--- src/rtl/dac_pkg.sv ---
// Shared types and the per-update ramp rule for the sigma-delta DAC scheduler.
// The ramp helper works at RAMP_W bits; callers zero-extend and truncate back.
package dac_pkg;

    typedef enum logic [0:0] {
        IDLE = 1'b0,
        SCAN = 1'b1
    } dac_state_e;

    localparam int RAMP_W = 16;

    // Result always lies between cur and tgt, so truncating to the caller's width is lossless.
    function automatic logic [RAMP_W-1:0] ramp_next(
        input logic [RAMP_W-1:0] cur,
        input logic [RAMP_W-1:0] tgt,
        input logic [RAMP_W-1:0] step
    );
        logic [RAMP_W-1:0] d;
        d = (tgt >= cur) ? (tgt - cur) : (cur - tgt);
        if ((step == {RAMP_W{1'b0}}) || (d <= step)) begin
            ramp_next = tgt;
        end else if (tgt > cur) begin
            ramp_next = cur + step;
        end else begin
            ramp_next = cur - step;
        end
    endfunction

endpackage

--- src/rtl/dac_sched_if.sv ---
// Setpoint write channel into the DAC scheduler (valid/ready handshake).
interface dac_sched_if #(
    parameter int WIDTH = 8,
    parameter int CW    = 2
);
    logic             wr_valid;
    logic             wr_ready;
    logic [CW-1:0]    wr_chan;
    logic [WIDTH-1:0] wr_data;

    modport master (output wr_valid, output wr_chan, output wr_data, input wr_ready);
    modport slave  (input wr_valid, input wr_chan, input wr_data, output wr_ready);
endinterface

--- src/rtl/dac_prescaler.sv ---
// Programmable prescaler producing the registered one-cycle DAC update strobe.
module dac_prescaler #(
    parameter int DIV_WIDTH = 16
) (
    input  logic                 i_clk,
    input  logic                 i_rst,
    input  logic [DIV_WIDTH-1:0] i_cfg_div,
    output logic                 o_ena
);

    logic [DIV_WIDTH-1:0] r_cnt;
    logic                 r_ena;

    // Compare with >= so a divider lowered below the count fires at once instead of wrapping.
    always_ff @(posedge i_clk or posedge i_rst) begin
        if (i_rst) begin
            r_cnt <= {DIV_WIDTH{1'b0}};
            r_ena <= 1'b0;
        end else if (r_cnt >= i_cfg_div) begin
            r_cnt <= {DIV_WIDTH{1'b0}};
            r_ena <= 1'b1;
        end else begin
            r_cnt <= r_cnt + {{(DIV_WIDTH-1){1'b0}}, 1'b1};
            r_ena <= 1'b0;
        end
    end

    assign o_ena = r_ena;

endmodule

--- src/rtl/dac_sched.sv ---
// Multi-channel DAC scheduler: setpoint writes, shared update strobe, and a
// per-tick round-robin scan that slew-limits each channel toward its target.
module dac_sched
    import dac_pkg::*;
#(
    parameter int WIDTH     = 8,
    parameter int CHANNELS  = 4,
    parameter int DIV_WIDTH = 16,
    localparam int CW       = $clog2(CHANNELS)
) (
    input  logic                      i_clk,
    input  logic                      i_rst,
    input  logic [DIV_WIDTH-1:0]      i_cfg_div,
    input  logic [WIDTH-1:0]          i_cfg_step,
    dac_sched_if.slave                wr_if,
    input  logic                      i_ovr_clr,
    output logic                      o_dac_ena,
    output logic [CHANNELS*WIDTH-1:0] o_dac_data,
    output logic [CHANNELS-1:0]       o_busy,
    output logic                      o_overrun
);

    localparam logic [0:0] ST_IDLE = IDLE;
    localparam logic [0:0] ST_SCAN = SCAN;

    logic                w_ena;
    logic                w_accept;
    logic [0:0]          r_state,  w_state_nxt;
    logic [CW-1:0]       r_idx,    w_idx_nxt;
    logic                r_ovr,    w_ovr_nxt;
    logic                r_wr_ready;
    logic [CHANNELS-1:0] r_busy,   w_busy_nxt;
    logic [WIDTH-1:0]    r_tgt [CHANNELS];
    logic [WIDTH-1:0]    r_cur [CHANNELS];
    logic [WIDTH-1:0]    w_tgt_nxt [CHANNELS];
    logic [WIDTH-1:0]    w_cur_nxt [CHANNELS];

    dac_prescaler #(.DIV_WIDTH(DIV_WIDTH)) u_prescaler (
        .i_clk     (i_clk),
        .i_rst     (i_rst),
        .i_cfg_div (i_cfg_div),
        .o_ena     (w_ena)
    );

    assign w_accept = wr_if.wr_valid & r_wr_ready;

    // Next-state logic: scan FSM, ramping of the scanned channel, target writes, overrun.
    always_comb begin
        w_state_nxt = r_state;
        w_idx_nxt   = r_idx;
        w_cur_nxt   = r_cur;
        w_tgt_nxt   = r_tgt;
        case (r_state)
            ST_IDLE: begin
                if (w_ena) begin
                    w_state_nxt = ST_SCAN;
                    w_idx_nxt   = {CW{1'b0}};
                end else begin
                    w_state_nxt = ST_IDLE;
                end
            end
            ST_SCAN: begin
                w_cur_nxt[r_idx] = WIDTH'(ramp_next(RAMP_W'(r_cur[r_idx]),
                                                    RAMP_W'(r_tgt[r_idx]),
                                                    RAMP_W'(i_cfg_step)));
                if (r_idx == CW'(CHANNELS-1)) begin
                    w_state_nxt = ST_IDLE;
                end else begin
                    w_idx_nxt = r_idx + CW'(1);
                end
            end
            default: begin
                w_state_nxt = ST_IDLE;
                w_idx_nxt   = {CW{1'b0}};
            end
        endcase

        // Out-of-range channel numbers match no slot, so such writes are accepted and dropped.
        for (int k = 0; k < CHANNELS; k++) begin
            if (w_accept && (int'(wr_if.wr_chan) == k)) begin
                w_tgt_nxt[k] = wr_if.wr_data;
            end else begin
                w_tgt_nxt[k] = r_tgt[k];
            end
        end

        for (int k = 0; k < CHANNELS; k++) begin
            w_busy_nxt[k] = (w_cur_nxt[k] != w_tgt_nxt[k]);
        end

        if (w_ena && (r_state == ST_SCAN)) begin
            w_ovr_nxt = 1'b1;
        end else if (i_ovr_clr) begin
            w_ovr_nxt = 1'b0;
        end else begin
            w_ovr_nxt = r_ovr;
        end
    end

    // State registers; ready is registered from the next state so it tracks IDLE exactly.
    always_ff @(posedge i_clk or posedge i_rst) begin
        if (i_rst) begin
            r_state    <= ST_IDLE;
            r_idx      <= {CW{1'b0}};
            r_ovr      <= 1'b0;
            r_wr_ready <= 1'b0;
            r_busy     <= {CHANNELS{1'b0}};
            for (int k = 0; k < CHANNELS; k++) begin
                r_tgt[k] <= {WIDTH{1'b0}};
                r_cur[k] <= {WIDTH{1'b0}};
            end
        end else begin
            r_state    <= w_state_nxt;
            r_idx      <= w_idx_nxt;
            r_ovr      <= w_ovr_nxt;
            r_wr_ready <= (w_state_nxt == ST_IDLE);
            r_busy     <= w_busy_nxt;
            r_tgt      <= w_tgt_nxt;
            r_cur      <= w_cur_nxt;
        end
    end

    genvar g;
    generate
        for (g = 0; g < CHANNELS; g++) begin : g_data
            assign o_dac_data[g*WIDTH +: WIDTH] = r_cur[g];
        end
    endgenerate

    assign wr_if.wr_ready = r_wr_ready;
    assign o_dac_ena      = w_ena;
    assign o_busy         = r_busy;
    assign o_overrun      = r_ovr;

endmodule

--- src/flat_wrapper.sv ---
// flat-port wrapper written by rule: the top's interface ports become plain ports
module dac_sched_flat import dac_pkg::*;
#(
    parameter int WIDTH     = 8,
    parameter int CHANNELS  = 4,
    parameter int DIV_WIDTH = 16,
    localparam int CW       = $clog2(CHANNELS)
)
  (i_clk, i_rst, i_cfg_div, i_cfg_step, i_ovr_clr, o_dac_ena, o_dac_data, o_busy, o_overrun, wr_if_wr_valid, wr_if_wr_chan, wr_if_wr_data, wr_if_wr_ready);
  dac_sched_if #(.WIDTH(WIDTH), .CW((2))) wr_if_i ();
  input  logic i_clk;
  input  logic i_rst;
  input  logic [DIV_WIDTH-1:0] i_cfg_div;
  input  logic [WIDTH-1:0] i_cfg_step;
  input  logic i_ovr_clr;
  output logic o_dac_ena;
  output logic [CHANNELS*WIDTH-1:0] o_dac_data;
  output logic [CHANNELS-1:0] o_busy;
  output logic o_overrun;
  input wire logic [$bits(wr_if_i.wr_valid)-1:0] wr_if_wr_valid;
  input wire logic [$bits(wr_if_i.wr_chan)-1:0] wr_if_wr_chan;
  input wire logic [$bits(wr_if_i.wr_data)-1:0] wr_if_wr_data;
  output wire logic [$bits(wr_if_i.wr_ready)-1:0] wr_if_wr_ready;
  assign wr_if_i.wr_valid = wr_if_wr_valid;
  assign wr_if_i.wr_chan = wr_if_wr_chan;
  assign wr_if_i.wr_data = wr_if_wr_data;
  assign wr_if_wr_ready = wr_if_i.wr_ready;
  dac_sched #(.WIDTH(WIDTH), .CHANNELS(CHANNELS), .DIV_WIDTH(DIV_WIDTH)) u_core (.i_clk(i_clk), .i_rst(i_rst), .i_cfg_div(i_cfg_div), .i_cfg_step(i_cfg_step), .wr_if(wr_if_i), .i_ovr_clr(i_ovr_clr), .o_dac_ena(o_dac_ena), .o_dac_data(o_dac_data), .o_busy(o_busy), .o_overrun(o_overrun));
endmodule
--- config.mk ---
export PLATFORM = sky130hd
export DESIGN_NAME = dac_sched_flat
export DESIGN_NICKNAME = d
export VERILOG_FILES = /design/src/rtl/dac_pkg.sv /design/src/rtl/dac_sched_if.sv /design/src/rtl/dac_prescaler.sv /design/src/rtl/dac_sched.sv /design/src/flat_wrapper.sv
export SDC_FILE = /design/constraint.sdc
export NUM_CORES = 1
export LEC_CHECK = 0
export ABC_AREA = 1
export CAP_MARGIN = 5
export CORE_MARGIN = 8
export CORE_UTILIZATION = 36
export CTS_BUF_LIST = sky130_fd_sc_hd__clkbuf_16
export CTS_CLUSTER_DIAMETER = 100
export DETAILED_ROUTE_END_ITERATION = 7
export REMOVE_ABC_BUFFERS = 1
export SLEW_MARGIN = 40
export SYNTH_ARGS = -nofsm -noshare
export SYNTH_HDL_FRONTEND = slang
export SYNTH_SLANG_ARGS = --single-unit
--- constraint.sdc ---
create_clock -name i_clk -period 9.55 [get_ports i_clk]
set_input_delay 0.955 -clock i_clk [delete_from_list [all_inputs] [get_ports i_clk]]
set_output_delay 0.955 -clock i_clk [all_outputs]
set_load 0.02 [all_outputs]
==> results of run 1 <==
## routing by layer
metal	global-route usage (%)	routed length (um)	part of all wire, %
met1	21.50	8939	46
met4	5.880	365	1.9
met3	3.539	1197	6.2
met5	0	0	0
met2	27.00	8796	46
## cells by family after synthesis
group / Yosys count
AOI/OAI and AO/OA: 125
buffers and inverters: 246
and+or+nand+nor: 472
DFF: 90
adders and majority gates: 56
xor gates and xnor gates: 16
## how the worst min path moves through the flow
stage                                          startpoint                                     to  depth (start not counted)
floorplan           u_core.u_prescaler.r_cnt[0]$_DFF_PP0_  u_core.u_prescaler.r_cnt[0]$_DFF_PP0_                          1
global placement    u_core.u_prescaler.r_cnt[0]$_DFF_PP0_  u_core.u_prescaler.r_cnt[0]$_DFF_PP0_                          1
detailed placement  u_core.u_prescaler.r_cnt[0]$_DFF_PP0_  u_core.u_prescaler.r_cnt[0]$_DFF_PP0_                          1
CTS                 u_core.u_prescaler.r_cnt[0]$_DFF_PP0_  u_core.u_prescaler.r_cnt[0]$_DFF_PP0_                          1
global route        u_core.u_prescaler.r_cnt[0]$_DFF_PP0_  u_core.u_prescaler.r_cnt[0]$_DFF_PP0_                          1
finish              u_core.u_prescaler.r_cnt[0]$_DFF_PP0_  u_core.u_prescaler.r_cnt[0]$_DFF_PP0_                          1
## state kept, by name, indices dropped and copies added, names as in the netlist
register                  count
u_core.o_dac_data            32
u_core.u_prescaler.r_cnt     16
u_core.u_prescaler.o_ena      1
u_core.r_tgt                 32
u_core.wr_if.wr_ready         1
u_core.r_state                1
u_core.r_idx                  2
u_core.o_busy                 4
u_core.o_overrun              1
## worst max-delay path: cells and delay by family, from the launching register on
family          cells  cell delay (ns)
compound gates      4             1.05
flops               1             0.37
buf+inv             4             0.91
fa+ha+maj           2             0.64
xor+xnor            1             0.16
simple gates       18             2.25
## per-stage QoR
stage	instance area (um^2)	instances
floorplan	6795	985
global placement	7873	1298
detailed placement	7876	1298
CTS	8140	1314
global route	8140	1314
finish	8140	1314
## layout by cell type, fill, tap and decap left out, types with 2 or more instances in the layout
| cell type | n |
|---|---|
| nand4_1 | 8 |
| nand3_2 | 2 |
| inv_1 | 215 |
| a21oi_1 | 46 |
| fa_1 | 3 |
| dfrtp_1 | 90 |
| nor3b_1 | 7 |
| a32oi_1 | 15 |
| a31oi_1 | 6 |
| nand3b_1 | 3 |
| nand2_1 | 267 |
| clkdlybuf4s50_1 | 76 |
| clkinv_2 | 2 |
| clkbuf_16 | 9 |
| a21o_1 | 2 |
| nor2_1 | 47 |
| ha_1 | 53 |
| nor3_1 | 10 |
| clkinv_1 | 2 |
| nand2_2 | 7 |
| buf_4 | 2 |
| nand2_4 | 2 |
| o21ai_0 | 48 |
| inv_2 | 11 |
| or2_2 | 26 |
| xor2_1 | 16 |
| o21a_1 | 2 |
| clkinvlp_4 | 3 |
| nand3_1 | 87 |
## layout make-up
type	instances	area, um^2
Inverter	226	849.6
Clock inverter	7	38.79
Clock buffer	9	225.2
Multi-Input combinational cell	669	3695
Tap cell	234	292.8
Fill cell	1950	10570
Timing Repair Buffer	79	787.0
Sequential cell	90	2252
==> flow_summary.yaml, run 1 <==
run_status:
  status: "finished, final reports clean"
detailed_routing:
  vias: 6368
  routedWlPerCell_um: 14.69
  remaining_drc_errors: 0
  antenna_left: 0
  routed_wl_um: 19300
  viasPerCell: 4.846
  dr.first_iter.drc_count: 377
  firstDrtPassIters: 5
grt:
  antenna_found_initial: 0
  grt_start_max_net_pins: 75
  grt.total_usage_pct: 16.64
  grt_pass1_vias: 6283
  grt_pass1_wl_um: 31710
  overflow: 0
placed_design:
  gp_congestion: 0.9103
  dp_hpwl_um: 14970
  dp_slack_ns: 4.002
  portBuffers: 76
synthesis:
  synth.distinct_cells: 40
  async_reset_ff_share_pct: 100.0
  syn-instance-count: 1005
  synth_mux_area_share_pct: 0
  synth_area_um2: 6883
  synth-edff-count: 0
  yosysSeqAreaShare_pct: 32.72
  synthSimpleGateAreaFrac_pct: 30.78
  synth-seq-cells: 90
  synth_compound_area_share_pct: 10.36
  synth_common_cells: "nand2_1 (267), inv_1 (215), dfrtp_1 (90)"
  synth_top_family_by_area: "simple AND/OR/NAND/NOR gates"
  synth_ff_type: "dfrtp_1"
  synthAdderAreaFrac_pct: 10.51
  synthTopCellsByArea: "dfrtp_1 (33%), nand2_1 (15%), inv_1 (12%), ha_1 (9.6%), nand3_1 (6.3%)"
  yosysWarnings: 0
  synth.largest_area_cell: "dfrtp_1"
  avgSynthCellArea_um2: 6.849
  synthXorXnorAreaFrac_pct: 2.036
  yosysTopAreaCellShare_pct: 32.72
  synth.most_common_cell: "nand2_1"
timing:
  final.setup.tns_ns: 0
  hold_slack_ns: 0.4917
  rsz0062_at_grt: "false"
  worstMarginPinSlew_ns: 0.8301
  setup_viol: 0
  fin_ws_ns: 4.039
  hold_viol: 0
  drv_slew: 0
  fmax_mhz: 181.5
  clock_skew_ns: 0.01209
  fin_crit_ns: 5.511
  period_share_pct: 57.71
  max_slew_margin_pct: 44.60
run:
  drv_cap: 0
worst_hold_path:
  worstHoldPathType: "reg2reg"
worst_setup_path:
  critPathLaunchType: "flip-flop"
  cp.required_ns: 9.78
  slowest_delay_ns: 0.61
  setup.worst_path.start: "u_core.r_idx[0]$_DFFE_PP0P_"
  path_common_cell: "nand2_1"
  reg2reg_depth: 29
  cp_slowest_cell: "inv_1"
  crit_fanout: 21
  worst-setup-path-type: "reg2reg"
  timing.rr.start: "u_core.r_idx[0]$_DFFE_PP0P_"
  r2r_slack_ns: 4.04
  worstPathArrival_ns: 5.74
  cp-endpoint: "u_core.o_busy[1]$_DFF_PP0_"
  r2r-end: "u_core.o_busy[1]$_DFF_PP0_"
  endpoint_kind: "flip-flop"
final_layout:
  fin_nets: 1169
  fin_util_pct: 43.52
  antenna_cells: 0
  area_growth_pct: 18.27
  drive_above_1_share_pct: 6.574
die:
  std_cell_rows: 50
  die_y_um: 154.3
  start_util_pct: 36.80
  dieArea_um2: 23800
  ios: 77
  die_w_um: 154.3
  core_area_um2: 18710
clock_tree:
  postCtsSetupBuffers: 0
  htree_num_levels: 3
  cts_max_path_buffers: 2
  clk_pin_slew_worst_paths_ns: 0.06
  numClockSinks: 90
  cts_hold_buf: 0
  insertion_delay_ns: 0.35
  cts_root_buf: "clkbuf_16"
  numCtsBuffers: 9
  cts_tree: "done"
  cts_resized: 0
Power of run 1 is not shown: default switching activity piles up to over one toggle a cycle in this logic, so the estimate is an artifact.
==> run 2: changes to the inputs <==
==> constraint.sdc (replaced) <==
create_clock -name i_clk -period 5.3 [get_ports i_clk]
set_input_delay 0.53 -clock i_clk [delete_from_list [all_inputs] [get_ports i_clk]]
set_output_delay 0.53 -clock i_clk [all_outputs]
set_load 0.02 [all_outputs]
==> run 2 against run 1 <==
Against the previous run:
- setup slack got worse by 3.6 ns
- clock-buffer cell count unchanged
- cell area increased by 1.9%
- sequential share of layout area is 0.53 points lower
==> flow_summary.yaml, run 2 (synthesized netlist as in run 1, its figures left out) <==
worst_hold_path:
  worstHoldPathType: "reg2reg"
detailed_routing:
  routed_wl_um: 19360
  vias: 6429
  routedWlPerCell_um: 14.57
  viasPerCell: 4.837
  antenna_left: 0
  dr.first_iter.drc_count: 395
  remaining_drc_errors: 0
  firstDrtPassIters: 5
final_layout:
  fin_cells: 1329
  layout_commonest_cell: "nand2_1"
  drive_above_1_share_pct: 8.311
  fin_nets: 1184
  antenna_cells: 0
  area_growth_pct: 20.56
  final_area_um2: 8298
  mostFrequentLayoutCells: "nand2_1 (267), inv_1 (212), dfrtp_1 (90)"
clock_tree:
  cts_resized: 0
  postCtsSetupBuffers: 0
  numCtsBuffers: 9
  cts_root_buf: "clkbuf_16"
  insertion_delay_ns: 0.35
  numClockSinks: 90
  cts_max_path_buffers: 2
  cts_tree: "done"
  htree_num_levels: 3
  clk_pin_slew_worst_paths_ns: 0.07
  cts_hold_buf: 0
grt:
  antenna_found_initial: 0
  grt_pass1_vias: 6092
  overflow: 0
  grt.total_usage_pct: 16.29
  grt_pass1_wl_um: 30910
  grt_start_max_net_pins: 48
worst_setup_path:
  worstPathArrival_ns: 5.07
  cp.required_ns: 5.53
  path_common_cell: "nand2_1"
  worst-setup-path-type: "reg2reg"
  slowest_delay_ns: 0.41
  crit_fanout: 24
  cp_slowest_cell: "dfrtp_1"
  endpoint_kind: "flip-flop"
  critPathLaunchType: "flip-flop"
timing:
  rsz0062_at_grt: "false"
  max_slew_margin_pct: 47.61
  fmax_mhz: 206.4
  period_share_pct: 91.40
  final.setup.tns_ns: 0
  worstMarginPinSlew_ns: 0.7837
  fin_crit_ns: 4.844
  drv_slew: 0
  setup_viol: 0
  clock_skew_ns: 0.008086
  hold_viol: 0
die:
  die_w_um: 154.3
  ios: 77
  die_y_um: 154.3
  core_area_um2: 18710
  start_util_pct: 36.80
  std_cell_rows: 50
  dieArea_um2: 23800
placed_design:
  gp_congestion: 0.9175
  portBuffers: 76
  placed_cells: 1313
  placed_area_um2: 7998
  dp_hpwl_um: 15370
run_status:
  status: "finished, final reports clean"
run:
  drv_cap: 0
## run 2: path summary, 6_finish.rpt
| path | from | to | slack (ns) | cells past startpoint |
|---|---|---|---|---|
| worst max-delay path | u_core.r_idx[0]$_DFFE_PP0P_ | u_core.o_busy[1]$_DFF_PP0_ | 0.46 | 32 |
| worst min-delay path | u_core.u_prescaler.r_cnt[0]$_DFF_PP0_ | u_core.u_prescaler.r_cnt[0]$_DFF_PP0_ | 0.50 | 1 |
| worst max register to register | u_core.r_idx[0]$_DFFE_PP0P_ | u_core.o_busy[1]$_DFF_PP0_ | 0.46 | 32 |
| worst min register to register | u_core.u_prescaler.r_cnt[0]$_DFF_PP0_ | u_core.u_prescaler.r_cnt[0]$_DFF_PP0_ | 0.50 | 1 |
| max in group asynchronous | i_rst | u_core.o_dac_data[16]$_DFF_PP0_ | 3.68 | 3 |
| min in group asynchronous | i_rst | u_core.r_tgt[22]$_DFF_PP0_ | 0.60 | 2 |
## run 2: metrics by stage
step           hold WS, ns  worst slack, ns  utilization, %
6_report            0.5020           0.4557           44.36
5_1_grt             0.5309         0.006819           44.36
4_1_cts             0.5088           0.2424           44.20
3_5_place_dp        0.4988           0.2866           42.76
3_3_place_gp        0.5003           0.2427           42.76
2_1_floorplan       0.4536           0.3990               -
## run 2: final cells by class
type	instances	area, um^2
Fill cell	1932	10410
Multi-Input combinational cell	669	3720
Sequential cell	90	2252
Timing Repair Buffer	94	912.1
Inverter	226	850.8
Tap cell	234	292.8
Clock buffer	9	225.2
Clock inverter	7	45.04
## run 2: worst max-delay path: cells and delay by family, from the launching register on
| family | cells | cell delay, ns |
|---|---|---|
| buf+inv | 7 | 0.79 |
| xor+xnor | 1 | 0.16 |
| compound gates | 5 | 0.74 |
| fa+ha+maj | 2 | 0.66 |
| flops | 1 | 0.41 |
| simple gates | 17 | 1.94 |
## run 2: routing by layer
layer	vias up	GRT usage, %	part of all wire (%)
met3	17	3.176	5.5
met4	0	5.600	1.8
met5	-	0	0
li1	3322	-	-
met1	2928	21.82	48
met2	162	25.76	45
Power of run 2 is left out for the same reason.
==> run 3: changes to the inputs <==
--- a/config.mk
+++ b/config.mk
@@ -12,6 +12,7 @@
 export CTS_BUF_LIST = sky130_fd_sc_hd__clkbuf_16
 export CTS_CLUSTER_DIAMETER = 100
 export DETAILED_ROUTE_END_ITERATION = 7
+export DONT_BUFFER_PORTS = 1
 export REMOVE_ABC_BUFFERS = 1
 export SLEW_MARGIN = 40
 export SYNTH_ARGS = -nofsm -noshare
==> run 3 against run 2 <==
Against the previous run:
- non-clock buffer count decreased by 73
- fmax shrank 1.1%
- first-iteration DRC count grew 11%
- flip-flop and latch count unchanged
- cell area is 7.5% lower
- clock-buffer cell count did not move
- critical endpoint unchanged
- critical path type unchanged
- setup slack worse by 0.054 ns
- hold slack lost 0.21 ns
- global-route usage is 0.66 points higher
- sequential share of layout area rose by 2.2 points
==> flow_summary.yaml, run 3 (synthesized netlist as in run 1, its figures left out) <==
detailed_routing:
  dr.first_iter.drc_count: 437
  viasPerCell: 4.955
  antenna_left: 0
  firstDrtPassIters: 5
  routed_wl_um: 20190
  routedWlPerCell_um: 16.07
  remaining_drc_errors: 0
  vias: 6223
worst_setup_path:
  cp.required_ns: 5.53
  cp_slowest_cell: "dfrtp_2"
  slowest_delay_ns: 0.46
  timing.rr.start: "u_core.r_idx[0]$_DFFE_PP0P_"
  path_common_cell: "nand2_1"
  crit_fanout: 21
  r2r_slack_ns: 0.40
  r2r-end: "u_core.o_busy[1]$_DFF_PP0_"
  worst-setup-path-type: "reg2reg"
  critPathLaunchType: "flip-flop"
  crit_family: "simple AND/OR/NAND/NOR gates"
  cp_num_buf_inv: 5
  reg2reg_depth: 29
  worstPathArrival_ns: 5.12
  endpoint_kind: "flip-flop"
clock_tree:
  cts_tree: "done"
  htree_num_levels: 3
  cts_max_path_buffers: 2
  insertion_delay_ns: 0.35
  clk_pin_slew_worst_paths_ns: 0.07
  cts_root_buf: "clkbuf_16"
  numCtsBuffers: 9
  numClockSinks: 90
grt:
  gr-max-usage-layer: "met2"
  grt_pass1_wl_um: 31940
  antenna_found_initial: 0
  grt_pass1_vias: 6099
  grt_use_met1_pct: 21.23
  use_met3_pct: 4.514
  overflow: 0
  grt.total_usage_pct: 16.95
  grtUsageMet2_pct: 27.51
  grt_start_max_net_pins: 75
placed_design:
  gp_congestion: 0.9232
  portBuffers: 0
  dp_hpwl_um: 15460
  placed_cells: 1237
  placed_area_um2: 7253
timing:
  clock_skew_ns: 0.01356
  fmax_mhz: 204.2
  max_slew_margin_pct: 46.22
  hold_slack_ns: 0.2883
  worstMarginPinSlew_ns: 0.8044
  final.setup.tns_ns: 0
  period_share_pct: 92.42
  hold_viol: 0
  fin_crit_ns: 4.898
  drv_slew: 0
  rsz0062_at_grt: "false"
  setup_viol: 0
final_layout:
  fin_cells: 1256
  drive_above_1_share_pct: 10.47
  n_fill_cell: 1957
  mostFrequentLayoutCells: "nand2_1 (267), inv_1 (213), dfrtp_1 (89)"
  area_growth_pct: 11.56
  fin_nets: 1111
  antenna_cells: 0
  final_area_um2: 7679
  layout_commonest_cell: "nand2_1"
die:
  dieArea_um2: 23800
  std_cell_rows: 50
  ios: 77
  die_w_um: 154.3
  die_y_um: 154.3
  start_util_pct: 36.80
  core_area_um2: 18710
worst_hold_path:
  hold_end: "u_core.o_overrun$_DFFE_PP0P_"
  whs_path_depth: 1
  hp-start: "i_ovr_clr"
  worstHoldPathType: "in2reg"
run:
  drv_cap: 0
run_status:
  status: "finished, final reports clean"
==> run 3: layer usage <==
metal | routed length (um) | vias up
met2 | 9158 | 182
met3 | 1505 | 34
li1 | - | 3166
met4 | 486 | 0
met1 | 9040 | 2841
met5 | 0 | -
==> run 3: how the worst max path moves through the flow <==
| stage | start | to | slack, ns | cells after the start |
|---|---|---|---|---|
| global placement | u_core.r_idx[0]$_DFFE_PP0P_ | u_core.o_busy[1]$_DFF_PP0_ | 0.26 | 29 |
| global route | u_core.r_idx[0]$_DFFE_PP0P_ | u_core.o_busy[2]$_DFF_PP0_ | 0.006 | 31 |
| detailed placement | u_core.r_idx[0]$_DFFE_PP0P_ | u_core.o_busy[1]$_DFF_PP0_ | 0.21 | 29 |
| CTS | u_core.r_idx[0]$_DFFE_PP0P_ | u_core.o_busy[1]$_DFF_PP0_ | 0.17 | 29 |
| finish | u_core.r_idx[0]$_DFFE_PP0P_ | u_core.o_busy[1]$_DFF_PP0_ | 0.40 | 29 |
| floorplan | u_core.r_idx[0]$_DFFE_PP0P_ | u_core.o_busy[0]$_DFF_PP0_ | 0.40 | 30 |
==> run 3: timing repair <==
action,in CTS,in global routing
endpoints found under the hold margin,16,0
resized for setup,0,23
endpoints found under the setup margin,0,4
hold buffers,1,0
buffers inserted,0,1
==> run 3: cell type report <==
| cell class | instances | area (um^2) | area share [%] |
|---|---|---|---|
| sequential | 90 | 2253 | 29.35 |
| inverter | 226 | 850.8 | 11.08 |
| tap | 234 | 292.8 | 3.813 |
| clock buffer | 9 | 225.2 | 2.933 |
| clock inverter | 7 | 45.04 | 0.5866 |
| multi-input combinational | 669 | 3810 | 49.62 |
| timing repair buffer | 21 | 201.4 | 2.623 |
==> run 3: stage by stage <==
step	utilization, %	worst slack, ns
floorplan	-	0.3990
finish	41.05	0.4018
detailed placement	38.78	0.2054
CTS	40.27	0.1719
global placement	38.72	0.2607
global route	41.05	0.005530
Power of run 3 is left out for the same reason.
